## config.mk

```make
export PLATFORM = sky130hd
export DESIGN_NAME = mem_access_ctrl_flat
export DESIGN_NICKNAME = d
export VERILOG_FILES = /design/src/rtl/mem_access_ctrl_if.sv /design/src/rtl/mem_access_ctrl.sv /design/src/flat_wrapper.sv
export SDC_FILE = /design/constraint.sdc
export NUM_CORES = 1
export LEC_CHECK = 0
export BUFFER_PORTS_ARGS = -buffer_cell sky130_fd_sc_hd__buf_2
export CORE_MARGIN = 10
export CORE_UTILIZATION = 23
export CTS_CLUSTER_DIAMETER = 40
export DETAILED_ROUTE_END_ITERATION = 8
export HOLD_SLACK_MARGIN = 0.15
export PLACE_DENSITY_LB_ADDON = 0.3
export SYNTH_ARGS = -nofsm -noshare
export SYNTH_HDL_FRONTEND = slang
export SYNTH_SLANG_ARGS = --single-unit
```

## constraint.sdc

```tcl
create_clock -name clk -period 9.75 [get_ports clk]
set_clock_uncertainty 0.2 [all_clocks]
set_input_delay 0.4875 -clock clk [delete_from_list [all_inputs] [get_ports clk]]
set_output_delay 0.4875 -clock clk [all_outputs]
set_load 0.01 [all_outputs]
```

## src/rtl/mem_access_ctrl_if.sv

```systemverilog
// SRAM-like data bus between the MEM-stage access controller and the AXI bridge.
// The controller is the master; the bridge (or a bench responder) is the slave.
interface mem_access_ctrl_if #(
  parameter int ADDR_W = 32
);
  logic              data_req;
  logic              data_wr;
  logic [1:0]        data_size;
  logic [ADDR_W-1:0] data_addr;
  logic [31:0]       data_wdata;
  logic [3:0]        data_wstrb;
  logic              data_addr_ok;
  logic              data_data_ok;
  logic [31:0]       data_rdata;

  modport master (
    output data_req, data_wr, data_size, data_addr, data_wdata, data_wstrb,
    input  data_addr_ok, data_data_ok, data_rdata
  );

  modport slave (
    input  data_req, data_wr, data_size, data_addr, data_wdata, data_wstrb,
    output data_addr_ok, data_data_ok, data_rdata
  );
endinterface

```

## src/rtl/mem_access_ctrl.sv

```systemverilog
// MEM-stage data-memory access controller: alignment check, store lane steering,
// and a single outstanding SRAM-like transaction that stalls the pipeline until done.
module mem_access_ctrl #(
  parameter int ADDR_W = 32
) (
  input  logic              clk,
  input  logic              rst,
  input  logic              mem_en_i,
  input  logic              mem_wen_i,
  input  logic [1:0]        mem_size_i,
  input  logic [ADDR_W-1:0] mem_addr_i,
  input  logic [31:0]       mem_wdata_i,
  input  logic              pipe_stall_i,
  input  logic              flush_i,
  output logic              stall_o,
  output logic [31:0]       word_data_o,
  output logic              word_valid_o,
  output logic              adel_o,
  output logic              ades_o,
  output logic [ADDR_W-1:0] badvaddr_o,
  mem_access_ctrl_if.master bus
);

  typedef enum logic [1:0] {S_IDLE, S_REQ, S_WAIT, S_DONE} state_t;

  state_t            state_q, state_d;
  logic              cancel_q, cancel_d;
  logic [ADDR_W-1:0] addr_q;
  logic [1:0]        size_q;
  logic              wr_q;
  logic [31:0]       wdata_q;
  logic [3:0]        wstrb_q;
  logic [31:0]       word_q;

  logic [1:0]        size_eff;
  logic              misaligned;
  logic              addr_err;
  logic              start;
  logic              kill;
  logic              capture;
  logic [31:0]       wdata_al;
  logic [3:0]        wstrb_al;

  // Size 3 is illegal and behaves exactly like a word access, including on the bus.
  assign size_eff = (mem_size_i == 2'd3) ? 2'd2 : mem_size_i;

  always_comb begin
    misaligned = 1'b0;
    case (size_eff)
      2'd1:    misaligned = mem_addr_i[0];
      2'd2:    misaligned = |mem_addr_i[1:0];
      default: misaligned = 1'b0;
    endcase
  end

  assign addr_err   = (state_q == S_IDLE) && mem_en_i && misaligned;
  assign adel_o     = addr_err && !mem_wen_i;
  assign ades_o     = addr_err && mem_wen_i;
  assign badvaddr_o = addr_err ? mem_addr_i : '0;
  assign start      = (state_q == S_IDLE) && mem_en_i && !misaligned && !flush_i;

  // A flush arriving in the same cycle as the response kills it just like an earlier one.
  assign kill = cancel_q || flush_i;

  always_comb begin
    wdata_al = mem_wdata_i;
    wstrb_al = 4'b1111;
    case (size_eff)
      2'd0: begin
        wdata_al = {4{mem_wdata_i[7:0]}};
        wstrb_al = 4'b0001 << mem_addr_i[1:0];
      end
      2'd1: begin
        wdata_al = {2{mem_wdata_i[15:0]}};
        wstrb_al = mem_addr_i[1] ? 4'b1100 : 4'b0011;
      end
      default: wstrb_al = 4'b1111;
    endcase
    if (!mem_wen_i) wstrb_al = 4'b0000;
  end

  // NOTE: every signal driven here gets a default first, so no path can leave it
  // unassigned and infer a latch.
  always_comb begin
    state_d  = state_q;
    cancel_d = cancel_q;
    capture  = 1'b0;
    case (state_q)
      S_IDLE: begin
        cancel_d = 1'b0;
        if (start) state_d = S_REQ;
      end
      S_REQ: begin
        if (flush_i) cancel_d = 1'b1;
        if (bus.data_addr_ok) begin
          if (bus.data_data_ok) begin
            capture  = !wr_q && !kill;
            state_d  = kill ? S_IDLE : S_DONE;
            cancel_d = 1'b0;
          end else begin
            state_d = S_WAIT;
          end
        end
      end
      S_WAIT: begin
        if (flush_i) cancel_d = 1'b1;
        if (bus.data_data_ok) begin
          capture  = !wr_q && !kill;
          state_d  = kill ? S_IDLE : S_DONE;
          cancel_d = 1'b0;
        end
      end
      S_DONE: begin
        if (flush_i || !pipe_stall_i) state_d = S_IDLE;
      end
      default: state_d = S_IDLE;
    endcase
  end

  // NOTE: sequential state uses non-blocking assignments so every register samples
  // pre-edge values; the reset is asynchronous and clears all state immediately.
  always_ff @(posedge clk or posedge rst) begin
    if (rst) begin
      state_q  <= S_IDLE;
      cancel_q <= 1'b0;
      addr_q   <= '0;
      size_q   <= 2'd0;
      wr_q     <= 1'b0;
      wdata_q  <= 32'h0;
      wstrb_q  <= 4'h0;
      word_q   <= 32'h0;
    end else begin
      state_q  <= state_d;
      cancel_q <= cancel_d;
      if (start) begin
        addr_q  <= mem_addr_i;
        size_q  <= size_eff;
        wr_q    <= mem_wen_i;
        wdata_q <= wdata_al;
        wstrb_q <= wstrb_al;
      end
      if (capture) word_q <= bus.data_rdata;
    end
  end

  assign bus.data_req   = (state_q == S_REQ);
  assign bus.data_wr    = wr_q;
  assign bus.data_size  = size_q;
  assign bus.data_addr  = addr_q;
  assign bus.data_wdata = wdata_q;
  assign bus.data_wstrb = wstrb_q;

  assign word_data_o  = word_q;
  assign word_valid_o = (state_q == S_DONE) && !wr_q;
  assign stall_o      = start || (state_q == S_REQ) || (state_q == S_WAIT) || cancel_q;

endmodule

```

## src/flat_wrapper.sv

```systemverilog
// flat-port wrapper written by rule: the top's interface ports become plain ports
module mem_access_ctrl_flat 
#(
  parameter int ADDR_W = 32
)
  (clk, rst, mem_en_i, mem_wen_i, mem_size_i, mem_addr_i, mem_wdata_i, pipe_stall_i, flush_i, stall_o, word_data_o, word_valid_o, adel_o, ades_o, badvaddr_o, bus_data_req, bus_data_wr, bus_data_size, bus_data_addr, bus_data_wdata, bus_data_wstrb, bus_data_addr_ok, bus_data_data_ok, bus_data_rdata);
  mem_access_ctrl_if #(.ADDR_W(ADDR_W)) bus_i ();
  input  logic clk;
  input  logic rst;
  input  logic mem_en_i;
  input  logic mem_wen_i;
  input  logic [1:0] mem_size_i;
  input  logic [ADDR_W-1:0] mem_addr_i;
  input  logic [31:0] mem_wdata_i;
  input  logic pipe_stall_i;
  input  logic flush_i;
  output logic stall_o;
  output logic [31:0] word_data_o;
  output logic word_valid_o;
  output logic adel_o;
  output logic ades_o;
  output logic [ADDR_W-1:0] badvaddr_o;
  output wire logic [$bits(bus_i.data_req)-1:0] bus_data_req;
  output wire logic [$bits(bus_i.data_wr)-1:0] bus_data_wr;
  output wire logic [$bits(bus_i.data_size)-1:0] bus_data_size;
  output wire logic [$bits(bus_i.data_addr)-1:0] bus_data_addr;
  output wire logic [$bits(bus_i.data_wdata)-1:0] bus_data_wdata;
  output wire logic [$bits(bus_i.data_wstrb)-1:0] bus_data_wstrb;
  input wire logic [$bits(bus_i.data_addr_ok)-1:0] bus_data_addr_ok;
  input wire logic [$bits(bus_i.data_data_ok)-1:0] bus_data_data_ok;
  input wire logic [$bits(bus_i.data_rdata)-1:0] bus_data_rdata;
  assign bus_data_req = bus_i.data_req;
  assign bus_data_wr = bus_i.data_wr;
  assign bus_data_size = bus_i.data_size;
  assign bus_data_addr = bus_i.data_addr;
  assign bus_data_wdata = bus_i.data_wdata;
  assign bus_data_wstrb = bus_i.data_wstrb;
  assign bus_i.data_addr_ok = bus_data_addr_ok;
  assign bus_i.data_data_ok = bus_data_data_ok;
  assign bus_i.data_rdata = bus_data_rdata;
  mem_access_ctrl #(.ADDR_W(ADDR_W)) u_core (.clk(clk), .rst(rst), .mem_en_i(mem_en_i), .mem_wen_i(mem_wen_i), .mem_size_i(mem_size_i), .mem_addr_i(mem_addr_i), .mem_wdata_i(mem_wdata_i), .pipe_stall_i(pipe_stall_i), .flush_i(flush_i), .stall_o(stall_o), .word_data_o(word_data_o), .word_valid_o(word_valid_o), .adel_o(adel_o), .ades_o(ades_o), .badvaddr_o(badvaddr_o), .bus(bus_i));
endmodule
```

# After elaboration in Yosys (flattened, before gate mapping)
# Cells that the tools add are included.
# word_totals
in_bits,106
ramBits,0
n_memories,0
romBits,0
output_inout_bits,140
reg_bits,106
wordCells,64
latch_bits,0
# op_classes
order_cmp,0
eq_ne,10
mux,21
div_mod_pow,0
shift,1
reduce_logical,24
multipliers,0
add_sub_neg,0
bitwise_logic,0
# op_table
operator,n
case mux 32 bit (2 select lines),1
2-to-1 mux 32 bit,1
2-to-1 mux 2 bit,7
equality test 2 bit (second input constant),4
logical AND 1 bit,8
2-to-1 mux 4 bit,2
case mux 2 bit (4 select lines),1
case mux 4 bit (2 select lines),1
logical NOT 1 bit,6
inequality test 2 x 1 -> 1 bit (second input constant),3
logical OR 1 bit,5
2-to-1 mux 1 bit,5
equality test 2 x 1 -> 1 bit (second input constant),2
logical NOT 2 bit,2
case mux 1 bit (2 select lines),2
AND reduction 4 bit,1
<< shifter 1 x 2 -> 4 bit (first input constant),1
case mux 1 bit (3 select lines),1
nonzero test 3 bit,1
inequality test 2 bit (second input constant),1
OR reduction 2 bit,1

# Longest topological paths before layout
# Gate-level depths: netlist of run 1.
# logic_depth
depth_word,10
ltp_mapped,7
ltp_nobuf,6

# Least setup slack after synthesis of run 1
# OpenSTA, ideal clock, no wires.
# synth_path
path_type,reg2reg
start,reg u_core.state_q[1]
end,"reg u_core.word_q[0], in the netlist u_core.word_data_o[0]"
stages_incl_launch_ff,8
arrival_time_ps,1786
required_time_ps,9425
setup_ps,125
period_less_slack_ps,2111
slack_ps,7639
cell_sequence,dfrtp_1 inv_1 ha_1 a21oi_1 or3_1 buf_6 buf_12 mux2_4
# synth_via
elab_chain_len,2
# synth_lines
element,line_no,text
"start, declared",mem_access_ctrl.sv:26,"state_t state_q, state_d;"
"start signal, assigned",mem_access_ctrl.sv:133,state_q <= state_d;
equality test 2 x 1 -> 1 bit,-,
named net bus_data_req,flat_wrapper.sv:23,output wire logic [$bits(bus_i.data_req)-1:0] bus_data_req;
case mux 1 bit (2 select lines),mem_access_ctrl.sv:88,case (state_q)
"end signal, assigned",mem_access_ctrl.sv:142,if (capture) word_q <= bus.data_rdata;
"end, declared",mem_access_ctrl.sv:33,logic [31:0] word_q;
# The timed path passes the listed nets, and every way through them passes these cells.
# A chain may end at the register's enable or synchronous reset.

# Final worst setup path of run 1
# layout_path
start,in mem_size_i[1]
end,out badvaddr_o[28]
# layout_via
elab_chain_len,6
# layout_lines
element,line_no,text
"start, declared",flat_wrapper.sv:12,input logic [1:0] mem_size_i;
equality test 2 bit,mem_access_ctrl.sv:45,assign size_eff = (mem_size_i == 2'd3) ? 2'd2 : mem_size_i;
2-to-1 mux 2 bit *,mem_access_ctrl.sv:45,
equality test 2 bit or equality test 2 x 1 -> 1 bit (tied branches),mem_access_ctrl.sv:49,case (size_eff)
case mux 1 bit (2 select lines) *,mem_access_ctrl.sv:49,
logical AND 1 bit *,mem_access_ctrl.sv:56,assign addr_err = (state_q == S_IDLE) && mem_en_i && misaligned;
2-to-1 mux 32 bit *,mem_access_ctrl.sv:59,assign badvaddr_o = addr_err ? mem_addr_i : '0;
"end, declared",flat_wrapper.sv:22,output logic [ADDR_W-1:0] badvaddr_o;
# Every way passes the cells marked *; elsewhere a longest branch is shown, timed or not.

==> metrics, run 1 <==
Post-synth EDFFs=0; Yosys top cell area share=about 54%; area of the die=0.0276 mm^2; CTS buffer count=9; HPWL after DPL=12400 um; worst min-delay path class=primary input to flip-flop; setup TNS=0 ps; layout cell share with drive strength beyond 1=41.0%; CP Capture Type=primary output; Bufs on Longest Clock Path=2; status=complete, no violations; core box area=about 0.021 mm^2; area delta synth->final=40.5%; part of the Yosys area used for sequential elements=about 54%; clock sinks=~110; Antenna Nets Post-Route=0; post-layout instance area=around 0.0069 mm^2; unrepaired setup endpoints after global routing=no; Total GRT Usage=11.8%; leading area contributor after synthesis=dfrtp_1; number of diodes=0; #FFs+latches synth=106; insertion delay to the later sink of the worst-skew pair=350 ps; capture point of the worst reg-to-reg path=u_core.word_data_o[2]; wire length of the first global-routing pass=around 26000 um; Slew @ Worst Pin=1070 ps; Syn Std Cell Area=0.00491 mm^2; starting density of the core=23.4%; area post-placement=0.00635 mm^2; most frequent cells in the layout=buf_2 (245), nand2_1 (158), dfrtp_1 (106), o21ai_0 (34), and2_1 (33); crit-path max FO=33; largest net degree at the start of global routing=76; post_cts resized=0; H-tree levels=3; Root Driver=clkbuf_16; via count=slightly above 4000; drt wl/cell=between 15 and 20 um; Crit. Startpoint=mem_size_i[1]; Final period util=about a third; HP Start=mem_addr_i[3]; CTS clock-pin slew for the worst setup and hold paths=60 ps; fin crit period=around 3400 ps; Row Count=53; R2R Path Start=u_core.state_q[1]; Worst setup SP type=primary input; post-synth net total=slightly below 600; Nets=around 850; ys flop type=dfrtp_1; vias in the first global route=4595; FILL cells=approximately 2200; Max VDD drop=a little over 0.00009 V; Worst Hold End=u_core.bus.data_addr[3]; Post-Syn Instances=476; Post-Place Cells=972; Critical Path RT=around 9000 ps; most common cell after layout, fill and taps aside=buf_2; CTS tree=done; Die X=roughly 170 um; initial antenna violation count=1; Port Buffer Count=245; fmax=about 0.3 GHz; Non-Filler Instances=approximately 1000; Area contributors post-synth=dfrtp_1 (54%), nand2_1 (12%), mux2_4 (9.2%), mux2i_1 (5.1%), and2_1 (4.2%); PD cells=roughly 280 mW/mm^2; Design Power=~1.9 mW; Worst Path Arrival=between 2000 and 3000 ps; final WL=between 15000 and 20000 um; Mapped Avg Cell Area=slightly above 10 um^2; 1st-pass router iterations=4; Max-slew headroom=between 20 and 30%; max-cap violations=0; worst setup path category=primary input to primary output; Vias/cell=just over 4; Die Span Y=between 150 and 200 um; Synth async-reset ratio=100%; Reg2Reg Setup Slack=7130 ps; GPL Wtd Cong=between 0.7 and 0.8; Ys Warns=0; Starting DRT DRC Count=128; Slew Viols, Final=0; final setup violation count=0; P_leak=a little under 4 nW; Top Ports=246; Reg2Reg Depth=5; final hold violation count=0; Synth cell types=36; DRC Markers=0; GR Overflow Total=0; Hold Path Stages=3
-- through the flow --
stage | worst slack (ps) | hold slack, ps | util, %
floorplan | 6270 | 295 | -
global placement | 6470 | 254 | 30.2
detailed placement | 6330 | 257 | 30.2
CTS | 6330 | 150 | 32.8
global route | 6120 | 156 | 32.8
finish | 6390 | 162 | 32.8
-- kinds of logic (layout without fill, tap and decap cells) --
family	Yosys count	in the layout	share of synthesized area, %
AO/OA/AOI/OAI	56	56	6.40
adder cells (fa/ha/maj)	6	6	1.53
AND/OR/NAND/NOR	215	215	18.9
buffers and inverters	35	296	4.18
multiplexers	58	58	15.0
flip-flops	106	106	54.0
-- worst max-delay path by stage --
stage	end	slack, ps
after CTS	badvaddr_o[8]	6330
after global placement	badvaddr_o[21]	6470
after detailed placement	badvaddr_o[8]	6330
after global routing	badvaddr_o[28]	6120
after floorplan	u_core.bus.data_addr[0]	6270
final	badvaddr_o[28]	6390
-- cells in the mapped netlist, types with 2 or more instances --
cell type,number
buf_2,10
o21ai_0,34
dfrtp_1,106
ha_1,6
clkbuf_1,11
a21oi_1,14
nor2b_1,2
mux2_2,2
nand2_1,158
mux2_4,30
and2_1,33
nor2_1,13
inv_1,8
buf_12,3
mux2i_1,25
-- power breakdown --
| group | switching [mW] | internal [mW] |
|---|---|---|
| registers | 0.110 | 0.652 |
| logic | 0.423 | 0.356 |
| clock network | 0.165 | 0.206 |
-- state kept, by name (all words and copies together) (netlist names) --
register / count
u_core.bus.data_addr: 32
u_core.bus.data_wdata: 32
u_core.word_data_o: 32
u_core.bus.data_wstrb: 4
u_core.bus.data_size: 2
u_core.state_q: 2
u_core.bus.data_wr: 1
u_core.cancel_q: 1
-- metal layers --
layer	wire length (um)	vias to the layer above	track usage [%]
met3	1640	19	5.13
met1	7220	1866	14.3
met4	240	2	3.20
met5	13	-	0
met2	7460	182	18.8
li1	-	2059	-
-- critical path, cell delays in order --
cell,delay (ps)
buf_2,560
nor2_2,350
nor3_4,850
and2_1,250
buf_2,140
-- cell type report --
cell class | count | area (um^2) | area share (%)
clock buffer | 11 | 243 | 3.52
timing repair buffer | 273 | 1500 | 21.7
clock inverter | 4 | 51.3 | 0.744
multi-input combinational | 335 | 2070 | 30.1
sequential | 106 | 2650 | 38.5
tap | 275 | 344 | 4.99
inverter | 8 | 32.5 | 0.472
-- timing repair --
action,4_1_cts,5_1_grt
endpoints found under the hold margin,55,0
setup buffers,0,0
hold buffers,25,0
Note: power is estimated with default switching activity, not from simulation.
==> run 2, diff against run 1 <==
- clock period: 9.75 -> 3 ns (I/O delays scaled with it)
==> run 2 against run 1 <==
Wire length up 5.6%. Hold slack better by 75 ps. Via count rose by 12%. Sequential power rose to 3.3 times the previous value. Critical endpoint is now stall_o. Clock power rose to 3.6 times the previous value. Die area unchanged. Cell count is 9.5% higher. Utilization grew 4.7 points. Critical path type unchanged. Cell area is 14% higher. First-iteration DRC count increased by 120%.
==> metrics, run 2 (synthesis gave the netlist of run 1 again) <==
Max-slew headroom=52.9% (+24 points); Worst Path Buf+Inv=4 (+2); fin crit period=2500 ps; final setup violation count=0 (unchanged); core box area=0.0210 mm^2 (unchanged); Die X=166 um (unchanged); post-layout instance area=0.00789 mm^2 (+14%); Final period util=a little over four fifths; most common cell after layout, fill and taps aside=buf_2; area delta synth->final=60.8%; Slew Viols, Final=0 (unchanged); insertion delay to the later sink of the worst-skew pair=350 ps (about the same); P_leak=4.27 nW (+11%); layout cell share with drive strength beyond 1=37.1% (-3.8 points); most frequent cells in the layout=buf_2 (245), nand2_1 (158), dlygate4sd3_1 (113), dfrtp_1 (106), o21ai_0 (34); FILL cells=2071 (-5.2%); crit-path most repeated cell=buf_2; worst min-delay path class=primary input to asynchronous set/reset pin; initial antenna violation count=1 (unchanged); clock sinks=106 (unchanged); setup TNS=0 ps (unchanged); Port Buffer Count=245 (unchanged); Starting DRT DRC Count=286 (+120%); Worst setup SP type=primary input; Worst Path Arrival=2150 ps (-530 ps); Vias/cell=4.16 (+2.0%); HPWL after DPL=12200 um (-1.5%); Die Span Y=166 um (unchanged); largest net degree at the start of global routing=76 (unchanged); Top delay family on crit path=buffers and inverters; 1st-pass router iterations=4 (unchanged); Top Ports=246 (unchanged); crit-path max FO=26 (-21%); H-tree levels=3 (unchanged); Total GRT Usage=12.5% (+0.66 points); CTS clock-pin slew for the worst setup and hold paths=70 ps (about the same); Slew @ Worst Pin=705 ps (-365 ps); critical path capture point=stall_o; Bufs on Longest Clock Path=2 (unchanged); DRC Markers=0 (unchanged); drt wl/cell=15.8 um (-3.6%); GPL Wtd Cong=0.775 (+2.5%); Reg2Reg Setup Slack=610 ps (-6520 ps); final WL=17500 um (+5.6%); area of the die=0.0276 mm^2 (unchanged); unrepaired setup endpoints after global routing=no; worst setup path category=primary input to primary output; starting density of the core=23.4% (unchanged); Antenna Nets Post-Route=0 (unchanged); capture point of the worst reg-to-reg path=u_core.word_data_o[31]; Crit path depth=7 (+2); via count=4608 (+12%); CP max-delay cell=dlygate4sd3_1; wire length of the first global-routing pass=28200 um (+6.6%); max-cap violations=0 (unchanged); CP Capture Type=primary output; Crit path largest cell delay=520 ps (-330 ps); Row Count=53 (unchanged); final hold violation count=0 (unchanged); vias in the first global route=5009 (+9.0%); Max VDD drop=0.000388 V (+320%); post-CTS setup buffers=0 (unchanged); Critical Path RT=2650 ps (-6410 ps); status=complete, no violations; worst path cell trace=dlygate4sd3_1, buf_2, nor2_2, o2111ai_4, buf_4, nand3b_1, buf_2; CTS tree=done; GR Overflow Total=0 (unchanged); area post-placement=0.00642 mm^2 (+1.1%); Nets=939 (+11%); fmax=0.400 GHz; CTS buffer count=9 (unchanged); Root Driver=clkbuf_16; PD cells=823 mW/mm^2 (+200%); Reg2Reg Depth=6 (+1); Crit. Startpoint=mem_size_i[0]; R2R Path Start=u_core.state_q[1]
run 2: cell count changes in the layout (fill, tap and decap cells not counted), sizes merged:
cell / change
bufinv: +1
clkinvlp: +1
buf: +6
inv: -1
diode: +1
dlygate4sd3: +88
run 2: what timing repair did:
action                    4_1_cts  5_1_grt
gates resized for setup         0        0
hold buffers                  113        0
hold endpoints to repair      132        0
run 2: worst min-delay path by stage:
stage                                           end  slack (ps)  cells past startpoint
after floorplan             u_core.bus.data_addr[0]          60                      2
after global placement    u_core.bus.data_wdata[27]          90                      2
after detailed placement  u_core.bus.data_wdata[27]         100                      2
after CTS                         u_core.state_q[1]         230                      4
after global routing              u_core.state_q[1]         250                      4
final                     u_core.bus.data_wdata[26]         240                      3
run 2: layout make-up:
cell class | count | area (um^2) | area share [%]
well taps | 275 | 344 | 4.36
repair buffers | 367 | 2450 | 31.0
clock buffers | 11 | 253 | 3.20
inverters | 8 | 33.8 | 0.428
clock inverters | 5 | 85.1 | 1.08
flip-flops and latches | 106 | 2650 | 33.6
multi-input cells | 335 | 2070 | 26.3
diodes | 1 | 2.50 | 0.0317
run 2: metal layers:
layer,vias up,GRT usage [%],part of all wire [%]
met5,-,0,0
met4,0,4.08,2.3
met3,24,5.04,9.2
met2,188,19.9,46
met1,2148,15.1,43
li1,2248,-,-
run 2: report_power, final:
group	leakage [nW]	total (mW)	internal, mW	switching, mW
Clock	0.162	1.34	0.783	0.560
Sequential	1.33	2.48	2.12	0.365
Combinational	2.78	2.67	1.27	1.40
run 2: metrics by stage:
stage / worst slack [ps] / cells / power [mW] / hold slack, ps / util, %
6_report: 499 / 1108 / 6.50 / 237 / 37.6
5_1_grt: 370 / 1108 / 6.99 / 252 / 37.6
4_1_cts: 480 / 1107 / 6.61 / 227 / 37.5
3_5_place_dp: 620 / 978 / 5.07 / 96.4 / 30.6
3_3_place_gp: 678 / 978 / 5.03 / 89.4 / 30.6
2_1_floorplan: 889 / 476 / 3.88 / 55.4 / -
run 2: tightest hold or removal path, cell delays in order:
cell           delay, ps
dlygate4sd3_1        530
buf_2                130
clkinvlp_4           450
